--- src/rtl/ext_input_buffer.sv ---
// Show-ahead FIFO feeding the external-input operand path of the B-operand mux.
// Producer side uses valid/ready; consumer pops the head word with a one-cycle strobe.
module ext_input_buffer #(
   parameter int unsigned DATA_WIDTH = 11,
   parameter int unsigned DEPTH      = 4
) (
   input  logic                         clk,
   input  logic                         rst_n,
   input  logic [DATA_WIDTH-1:0]        in_data,
   input  logic                         in_valid,
   output logic                         in_ready,
   input  logic                         read_ext,
   input  logic                         clear_error,
   output logic [DATA_WIDTH-1:0]        ext_out,
   output logic                         ext_available,
   output logic [$clog2(DEPTH+1)-1:0]   count,
   output logic                         underflow
);

   localparam int unsigned PtrW = $clog2(DEPTH);
   localparam int unsigned CntW = $clog2(DEPTH + 1);

   logic [DATA_WIDTH-1:0] mem_q [DEPTH];
   logic [PtrW-1:0]       wptr_q, wptr_d;
   logic [PtrW-1:0]       rptr_q, rptr_d;
   logic [CntW-1:0]       count_q, count_d;
   logic                  underflow_q, underflow_d;

   logic not_empty;
   logic push;
   logic pop;
   logic underflow_evt;

   assign not_empty     = (count_q != '0);
   assign in_ready      = (count_q != CntW'(DEPTH));
   assign push          = in_valid && in_ready;
   assign pop           = read_ext && not_empty;
   assign underflow_evt = read_ext && !not_empty;

   always_comb begin
      wptr_d      = wptr_q;
      rptr_d      = rptr_q;
      count_d     = count_q;
      underflow_d = underflow_q;

      if (push) begin
         wptr_d = wptr_q + PtrW'(1);
      end
      if (pop) begin
         rptr_d = rptr_q + PtrW'(1);
      end

      unique case ({push, pop})
         2'b10:   count_d = count_q + CntW'(1);
         2'b01:   count_d = count_q - CntW'(1);
         default: count_d = count_q;
      endcase

      // A new underflow on the same edge as a clear keeps the flag set.
      if (underflow_evt) begin
         underflow_d = 1'b1;
      end else if (clear_error) begin
         underflow_d = 1'b0;
      end
   end

   always_ff @(posedge clk or negedge rst_n) begin
      if (!rst_n) begin
         wptr_q      <= '0;
         rptr_q      <= '0;
         count_q     <= '0;
         underflow_q <= 1'b0;
      end else begin
         wptr_q      <= wptr_d;
         rptr_q      <= rptr_d;
         count_q     <= count_d;
         underflow_q <= underflow_d;
      end
   end

   // Storage needs no reset: ext_out is masked while the buffer is empty.
   always_ff @(posedge clk) begin
      if (push) begin
         mem_q[wptr_q] <= in_data;
      end
   end

   assign ext_out       = not_empty ? mem_q[rptr_q] : '0;
   assign ext_available = not_empty;
   assign count         = count_q;
   assign underflow     = underflow_q;

endmodule

--- config.mk ---
export PLATFORM = sky130hd
export DESIGN_NAME = ext_input_buffer
export DESIGN_NICKNAME = d
export VERILOG_FILES = /design/src/rtl/ext_input_buffer.sv
export SDC_FILE = /design/constraint.sdc
export NUM_CORES = 1
export LEC_CHECK = 0
export CAP_MARGIN = 30
export CORE_UTILIZATION = 45
export CTS_BUF_LIST = sky130_fd_sc_hd__clkbuf_8
export CTS_CLUSTER_SIZE = 24
export DETAILED_ROUTE_END_ITERATION = 8
export HOLD_SLACK_MARGIN = 0.08
export PLACE_DENSITY = 0.74
export SLEW_MARGIN = 15
export SYNTH_ARGS = -nofsm -noshare
export SYNTH_HDL_FRONTEND = slang
export SYNTH_SLANG_ARGS = --single-unit
--- constraint.sdc ---
create_clock -name clk -period 5.6 [get_ports clk]
set_clock_uncertainty 0.15 [all_clocks]
set_input_delay 1.12 -clock clk [delete_from_list [all_inputs] [get_ports clk]]
set_output_delay 1.12 -clock clk [all_outputs]
set_load 0.01 [all_outputs]
==> impl_results.md <==
- Status: finished, violations left
- Failing checks: design-rule violations
- CTS H-Tree Depth: 2
- Total track usage: 0.158
- Synth warn: 0
- Ys async rst share: 0.154
- Setup crit end: ext_out[5]
- Fmax: approximately 270 MHz
- Number of synthesized register bits: 52
- Die ar.: a little over 5000 sq um
- Nets: 168
- Starting Density: 0.479
- Synthesis-to-finish area growth: 20.8%
- Crit. End Element: output port
- Final clock period utilization by the worst path: 0.653
- Cell Pwr Density: roughly 510 nW/um^2
- Post-layout min period: between 3 and 4 ns
- Comb pwr share: 0.394
- Register area share after synthesis: 0.710
- # DRC: 3
- WL final: roughly 3400 um
- Ports: 33
- RD Place Congestion: 0.696
- Row count: 24
- Post-CTS sizing: 0
- Critical-path cell list: mux4_1, and2_1, clkdlybuf4s50_1
- DR WL/cell: 17.2 um
- CTS max path bufs: 2
- Vias in the first global route: 1145
- Crit Path Category: reg -> out
- Hpwl dp: between 2000 and 2500 um
- # Post-CTS Setup Buffers: 0
- DR pass1 iterations: 6
- CP Launch Point: rptr_q[0]
- Final setup fails: 0
- CTS tree: built
- # diodes: 0
- Core box area: between 4000 and 5000 sq um
- RR Startpoint: count[0]
- Num CTS Buffers: 5
- Most area-hungry cell type in the Yosys netlist: edfxtp_1
- Post-Syn Area: 2140 sq um
- Die height: between 70 and 80 um
- Root buffer cell: clkbuf_8
- Worst-Skew Late Latency: 0.30 ns
- Initial antenna violation count: 0
- IO buf count: 32
- Number of synthesized flops with an enable pin: 44
- Leak: 0.936 nW
- Worst hold path class: reg -> reg
- Dominant synthesized flop cell: edfxtp_1
- Number of max-cap violations: 0
- CTS Hold Buffers Added: 0
- Pint: 0.921 mW
- Avg Inst Size Synth: just under 20 sq um
- Clk slew on worst S/H paths: 0.09 ns
- Largest net degree at the start of global routing: 16
- 1st-iter DRT viols: 65
- Crit path DAT: 2.39 ns
- VDD IR max: 0.000232 V
- Final Hold Vio Count: 0
- Final Power: around 1.3 mW
- Top post-synthesis cells by area: edfxtp_1 62%, dfrtp_1 9.3%, mux4_2 7.4%
- First-pass GRT wire length: roughly 5700 um
- Clock network power share: 0.154
- Switch share: 0.300
- CP Launch Type: flip-flop
- Part of the power in registers: 0.453
- Die Wd: 71.0 um
- Top-area cell type share of the netlist area: 0.616
- Unique masters post-synth: 21
- Unrepaired setup endpoints after global routing: no
- FF-to-FF path depth: 6
- Slew headroom: 0.517
- Vias: ~1100
- CP max stage delay: roughly 0.82 ns
- Req. time, crit path: around 4.3 ns
- DRT antenna net count: 0
- Max Slew Vio Count: 0
- Grt ovf: 0
- Crit-path slowest cell: dfrtp_1
- Synth Instances: 110
- Reg2reg end: count[1]
- Vias/cell: ~5.3
- Layout cells sized above 1: 0.150
- Maximum fanout along the worst path: 13
- Measured slew at the worst slew-check pin: 0.725 ns
- Synth cell count leaders: 44 x edfxtp_1, 12 x and2_1, 8 x dfrtp_1, 8 x inv_1, 7 x mux4_2
- Count leader, synth: edfxtp_1
- Reg2reg setup slack: 3.16 ns
- Setup_tns: 0 ns
- # clock sinks: 52
- P_sw: 0.395 mW
- Post-synth net total: 132
## state kept, by name, indices dropped and copies added, names as in the netlist
signal	cells
rptr_q	2
underflow	1
mem_q	44
count	3
wptr_q	2
## layout make-up
type	count	area, sq um
clock inverters	3	13.8
repair buffers	32	320
flip-flops and latches	52	1520
multi-input cells	47	571
well taps	52	65.1
clock buffers	5	68.8
inverters	8	30.0
fillers	330	1880
## how the worst min path moves through the flow
stage	depth (start not counted)	to	slack [ns]	startpoint
3_3_place_gp	1	count[2]	0.33	count[2]
5_1_grt	1	count[2]	0.42	count[2]
2_1_floorplan	1	count[2]	0.38	count[2]
6_report	1	count[2]	0.38	count[2]
3_5_place_dp	1	count[2]	0.36	count[2]
4_1_cts	1	count[2]	0.37	count[2]
## placed cells by master (no fill, tap or decap)
master and count:
and3_2 4, o22ai_1 1, clkinv_2 2, mux4_2 7
and2_4 1, inv_1 8, clkbuf_8 5, or3b_4 1
dfrtp_1 8, xor2_1 3, mux2i_1 1, fa_1 1
clkinv_1 1, clkdlybuf4s50_1 32, ha_1 5, xnor2_1 3
or3_2 1, nand3_1 1, mux2_4 1, nor2_1 1
edfxtp_1 44, and2_1 12, mux4_1 4
## worst max-delay path: cells and delay by family, from the launching register on
kind | cells | cell delay, ns
flops | 1 | 0.82
mux | 1 | 0.63
buf+inv | 1 | 0.47
simple gates | 1 | 0.17
## stage by stage
step	setup slack [ns]	hold WS, ns	utilization	std cells	cell area, sq um
4_1_cts	1.89	0.374	0.579	199	2590
3_5_place_dp	2.23	0.359	0.560	191	2510
2_1_floorplan	3.01	0.378	-	110	2140
6_report	1.94	0.378	0.579	199	2590
5_1_grt	1.78	0.417	0.579	199	2590
3_3_place_gp	2.23	0.335	0.560	191	2510
## routing by layer
metal | vias to the layer above | global-route usage | share of wire
met5 | - | 0 | 0
met4 | 0 | 0.0911 | 0.023
met3 | 7 | 0.0328 | 0.037
met2 | 31 | 0.268 | 0.53
met1 | 534 | 0.189 | 0.41
li1 | 486 | - | -
## logic make-up after synthesis
logic type,after synthesis,share of synthesized area
and+or+nand+nor,21,0.0660
xor gates and xnor gates,6,0.0245
adders and majority gates,6,0.0385
buffers and inverters,11,0.0239
AOI/OAI and AO/OA,1,0.00292
muxes,13,0.134
DFF,52,0.710
## power by group through the flow
stage | registers (mW) | logic [mW] | clock network (mW)
after floorplan | 0.568 | 0.331 | 0
after detailed placement | 0.608 | 0.526 | 0
after global routing | 0.611 | 0.566 | 0.223
final | 0.596 | 0.518 | 0.202
after CTS | 0.599 | 0.528 | 0.206
after global placement | 0.600 | 0.511 | 0
Power figures use the tool's default switching activity.
==> edit 1 (config.mk and constraints unchanged) <==
Reset style: synchronous (`rst_n`), changed in one clocked block.
--- a/src/rtl/ext_input_buffer.sv
+++ b/src/rtl/ext_input_buffer.sv
@@ -66,3 +66,3 @@
 
-   always_ff @(posedge clk or negedge rst_n) begin
+   always_ff @(posedge clk) begin
       if (!rst_n) begin
Behaviour: differs if rst_n is asserted again (counterexample within 4 cycles, from zero or initial values and one cycle with rst_n low); with rst_n held inactive, the same outputs for 10 cycles.
==> edit 1 against the unedited design <==
  * Synthesized area grew 6.4%
  * Cell area grew 6.2%
  * Hold slack lost 21 ps
  * Non-clock buffer count grew 1
  * Setup slack gained 66 ps
  * Total power shrank 4.0%
  * Wire length grew 4.0%
  * Sequential cell count grew 2
  * Critical path type unchanged
  * Critical endpoint is now ext_out[10]
==> edit 1: results (changes against the unedited design) <==
[outcome]
status = complete, no violations  ; was finished with violations

[synth]
synth_cell_types = 27  ; was 21
syn_inst = 128  ; was 110
synthTopCellsByArea = edfxtp_1, mux4_2, dfxtp_1  ; was edfxtp_1, dfrtp_1, mux4_2
syn_nets = 150  ; was 132
yosys-top-cells-count = edfxtp_1, dfxtp_1, mux4_2, nor2b_4, nand2_1  ; was edfxtp_1, and2_1, dfrtp_1, inv_1, mux4_2
ys_seq_area_share_pct = 66.7  ; was 71.0%
synthArstFlopShare_pct = 0  ; was 15.4%
synth-xor-area-share_pct = 0.768  ; was 2.45%
synthMuxAreaShare_pct = 11.9  ; was 13.4%
synth_compound_area_share_pct = 2.47  ; was 0.292%
synth_adder_area_share_pct = 3.62  ; was 3.85%
synthFlopType = edfxtp_1  ; unchanged

[clock_tree]
cts_resized = 0  ; unchanged
clkLatencyLatePin_ps = 290
cts.reportedPaths.clkPinSlew_ps = 80
postCtsSetupRepairBufs = 0  ; unchanged
cts_root_buf = clkbuf_8  ; unchanged
cts_buffers = 5  ; unchanged

[place]
numPlacedInstances = 224  ; was 191
post-place-ws_ps = 2140  ; was 2230 ps
gp_congestion = 0.729  ; was 0.696
hpwl_um = 2430  ; was 2280 um
place_area_sq_um = 2660  ; was 2510 sq um
numPortBuffers = 32  ; unchanged

[global_route]
grt_start_max_net_pins = 16  ; unchanged
grt_first_pass_wirelength_um = 5720  ; was 5730 um
grt_use_met3_pct = 4.70  ; was 3.28%
track_usage_pct = 15.1  ; was 15.8%
use_met2_pct = 25.0  ; was 26.8%
use_met1_pct = 19.3  ; was 18.9%
first_global_vias = 1177  ; was 1145

[route]
drt_iter0_drc = 73  ; was 65
wl_met2_um = 1750  ; was 1820 um
wl_met3_um = 173  ; was 127 um
wl_per_cell_um = 15.4  ; was 17.2 um
highest_layer = met4  ; unchanged
drt_pre_antenna_iters = 4  ; was 6
drt_wl_total_um = 3570  ; was 3430 um
wl_met1_um = 1630  ; was 1400 um
viasPerCell = 4.97  ; was 5.32

[power]
powerSeq_mw = 0.541  ; was 0.596 mW
p_leak_nw = 0.937  ; was 0.936 nW
power_clock_mw = 0.212  ; was 0.202 mW
ir_worst_vdd_v = 0.000327  ; was 0.000232 V
finalPower_mw = 1.26  ; was 1.32 mW
switchingPower_mw = 0.390  ; was 0.395 mW

[job]
drv_cap = 0  ; unchanged

[final_layout]
largest_reg_flops = 44  ; unchanged
finalNetCount = 186  ; was 168
top_register = mem_q  ; unchanged
fillers = 368  ; was 330
drive_gt1_share_pct = 17.6  ; was 15.0%

[worst_setup_path]
slowest_stage = dfxtp_1  ; was dfrtp_1
cp_max_fo = 11  ; was 13
crit_arrival_ps = 2320  ; was 2390 ps
cp_top_family = flip-flops  ; unchanged
max_stage_delay_ps = 790  ; was 820 ps

[sta]
worstMarginPinSlew_ps = 712  ; was 725 ps
finalHoldViolCount = 0  ; unchanged

## edit 1: changes by cell type in the layout (fill, tap and decap cells not counted), moves of 3 or more
cell | unedited run | this run
and2_1 | 12 | 6
and3_2 | 4 | 0
dfrtp_1 | 8 | 0
dfxtp_1 | 0 | 10
mux4_1 | 4 | 1
mux4_2 | 7 | 10
nand2_1 | 0 | 8
nor2b_1 | 0 | 4
nor2b_4 | 0 | 10
o21ai_0 | 0 | 4
## edit 1: layout make-up
cell class	count	area (sq um)	area share, %
Timing Repair Buffer	33	328	11.9
Clock inverter	2	7.51	0.273
Tap cell	67	83.8	3.05
Sequential cell	54	1520	55.3
Clock buffer	6	82.6	3.00
Multi-Input combinational cell	63	702	25.5
Inverter	7	26.3	0.955
## edit 1: worst paths after layout
path | slack, ps | end | startpoint | cells after the start
setup reg to reg | 2920 | count[2] | count[2] | 9
setup / recovery | 2010 | ext_out[10] | flop | 3
hold reg to reg | 360 | rptr_q[0] | rptr_q[0] | 2
hold / removal | 360 | rptr_q[0] | rptr_q[0] | 2
==> edit 2 (same settings) <==
Made on the original files. Change the parameter `DATA_WIDTH` from 11 to 15.
--- a/src/rtl/ext_input_buffer.sv
+++ b/src/rtl/ext_input_buffer.sv
@@ -3,3 +3,3 @@
 module ext_input_buffer #(
-   parameter int unsigned DATA_WIDTH = 11,
+   parameter int unsigned DATA_WIDTH = 15,
    parameter int unsigned DEPTH      = 4
Interface: changed (resized ext_out and in_data); port bits go from 33 to 41. The function was not compared with the original's and may differ.
==> edit 2 against the unedited design <==
  * Synthesized area rose by 28%
  * Register-to-register slack got worse by 60 ps
  * Die area rose by 27%
  * Fmax rose by 0.28%
  * Synthesized cell count rose by 25%
  * Cell area rose by 31%
  * Total power rose by 37%
  * First-iteration DRC count fell by 11%
  * Sequential cell count rose by 16
  * Wire length rose by 36%
  * Setup slack improved by 10 ps
  * Critical path type unchanged
==> edit 2: results (changes against the unedited design) <==
[route]
drt_wl_total_um = 4650  ; was 3430 um
drt_iter0_drc = 58  ; was 65
drt_pre_antenna_iters = 4  ; was 6

[synth]
synthTopCellsByArea = edfxtp_1, mux4_2, dfrtp_1  ; was edfxtp_1, dfrtp_1, mux4_2
ys_seq_area_share_pct = 72.9  ; was 71.0%
syn_nets = 163  ; was 132
synthArstFlopShare_pct = 11.8  ; was 15.4%
yosys-top-cells-count = edfxtp_1, and2_1, mux4_2  ; was edfxtp_1, and2_1, dfrtp_1, inv_1, mux4_2
synth_cell_types = 22  ; was 21

[global_route]
grt_first_pass_wirelength_um = 7470  ; was 5730 um
first_global_vias = 1482  ; was 1145
track_usage_pct = 16.8  ; was 15.8%
grt_start_max_net_pins = 20  ; was 16

[worst_setup_path]
max_stage_delay_ps = 670  ; was 820 ps
cp_max_fo = 9  ; was 13

[sta]
relSlewSlack_pct = 52.7  ; was 51.7%

[final_layout]
largest_reg_flops = 60  ; was 44
finalNetCount = 209  ; was 168
fillers = 460  ; was 330

[place]
numPortBuffers = 40  ; was 32
gp_congestion = 0.723  ; was 0.696
place_area_sq_um = 3210  ; was 2510 sq um

[clock_tree]
clkLatencyLatePin_ps = 330  ; was 300 ps
cts_max_level = 3  ; was 2
cts.reportedPaths.clkPinSlew_ps = 70  ; was 90 ps
cts_buffers = 9  ; was 5

[outcome]
status = complete, no violations  ; was finished with violations

[power]
p_leak_nw = 1.19  ; was 0.936 nW

==> edit 2: worst max-delay path: cells and delay by family (launching register included) <==
family	cells	cell delay [ps]
and+or+nand+nor	1	180
buffers and inverters	2	700
DFF	1	670
muxes	1	500
==> edit 2: area by class of cell <==
cell class / instances / share of cell area, %
Clock buffer: 9 / 3.65
Clock inverter: 7 / 1.73
Inverter: 8 / 0.885
Multi-Input combinational cell: 55 / 19.7
Sequential cell: 68 / 59.0
Tap cell: 75 / 2.77
Timing Repair Buffer: 41 / 12.2
==> edit 2: power breakdown <==
part | total [mW] | leakage, nW | switching, mW | internal (mW)
Combinational | 0.680 | 0.449 | 0.272 | 0.408
Sequential | 0.761 | 0.645 | 0.0814 | 0.679
Clock | 0.369 | 0.0953 | 0.170 | 0.199
Total | 1.81 | 1.19 | 0.523 | 1.29
==> edit 2: layer usage <==
layer	wire [um]	GRT usage (%)	up-vias
li1	-	-	613
met2	2470	28.1	37
met1	1900	20.2	698
met5	0	0	-
met3	191	4.32	8
met4	93	8.57	0
==> edit 2: logic make-up (layout without fill, tap and decap cells) <==
kind of cell             Yosys count  after routing  share of synthesized area [%]
AND/OR/NAND/NOR                   25             25                           6.01
buffers and inverters             14             65                           2.73
AO/OA/AOI/OAI                      1              1                          0.228
multiplexers                      17             17                           13.2
XOR/XNOR                           6              6                           1.91
flip-flops                        68             68                           72.9
adder cells (fa/ha/maj)            6              6                           3.01
==> edit 2: final timing paths <==
path | slack [ps] | cells after the start | from | end
setup / recovery | 1950 | 4 | rptr_q[0] | ext_out[1]
max in group asynchronous | 4070 | 1 | rst_n | count[1]
hold reg to reg | 370 | 1 | count[2] | count[2]
min in group asynchronous | 940 | 1 | rst_n | wptr_q[0]
hold / removal | 370 | 1 | count[2] | count[2]
setup reg to reg | 3100 | 8 | count[0] | count[2]
==> edit 2: stage by stage <==
stage | setup slack (ps) | total power, mW | util, % | cells | hold slack [ps]
floorplan | 3000 | 1.17 | - | 137 | 376
global route | 1800 | 1.91 | 57.3 | 263 | 408
global placement | 2020 | 1.43 | 54.0 | 246 | 348
CTS | 1890 | 1.84 | 57.3 | 263 | 369
detailed placement | 2250 | 1.47 | 54.2 | 247 | 353
finish | 1950 | 1.81 | 57.3 | 263 | 368
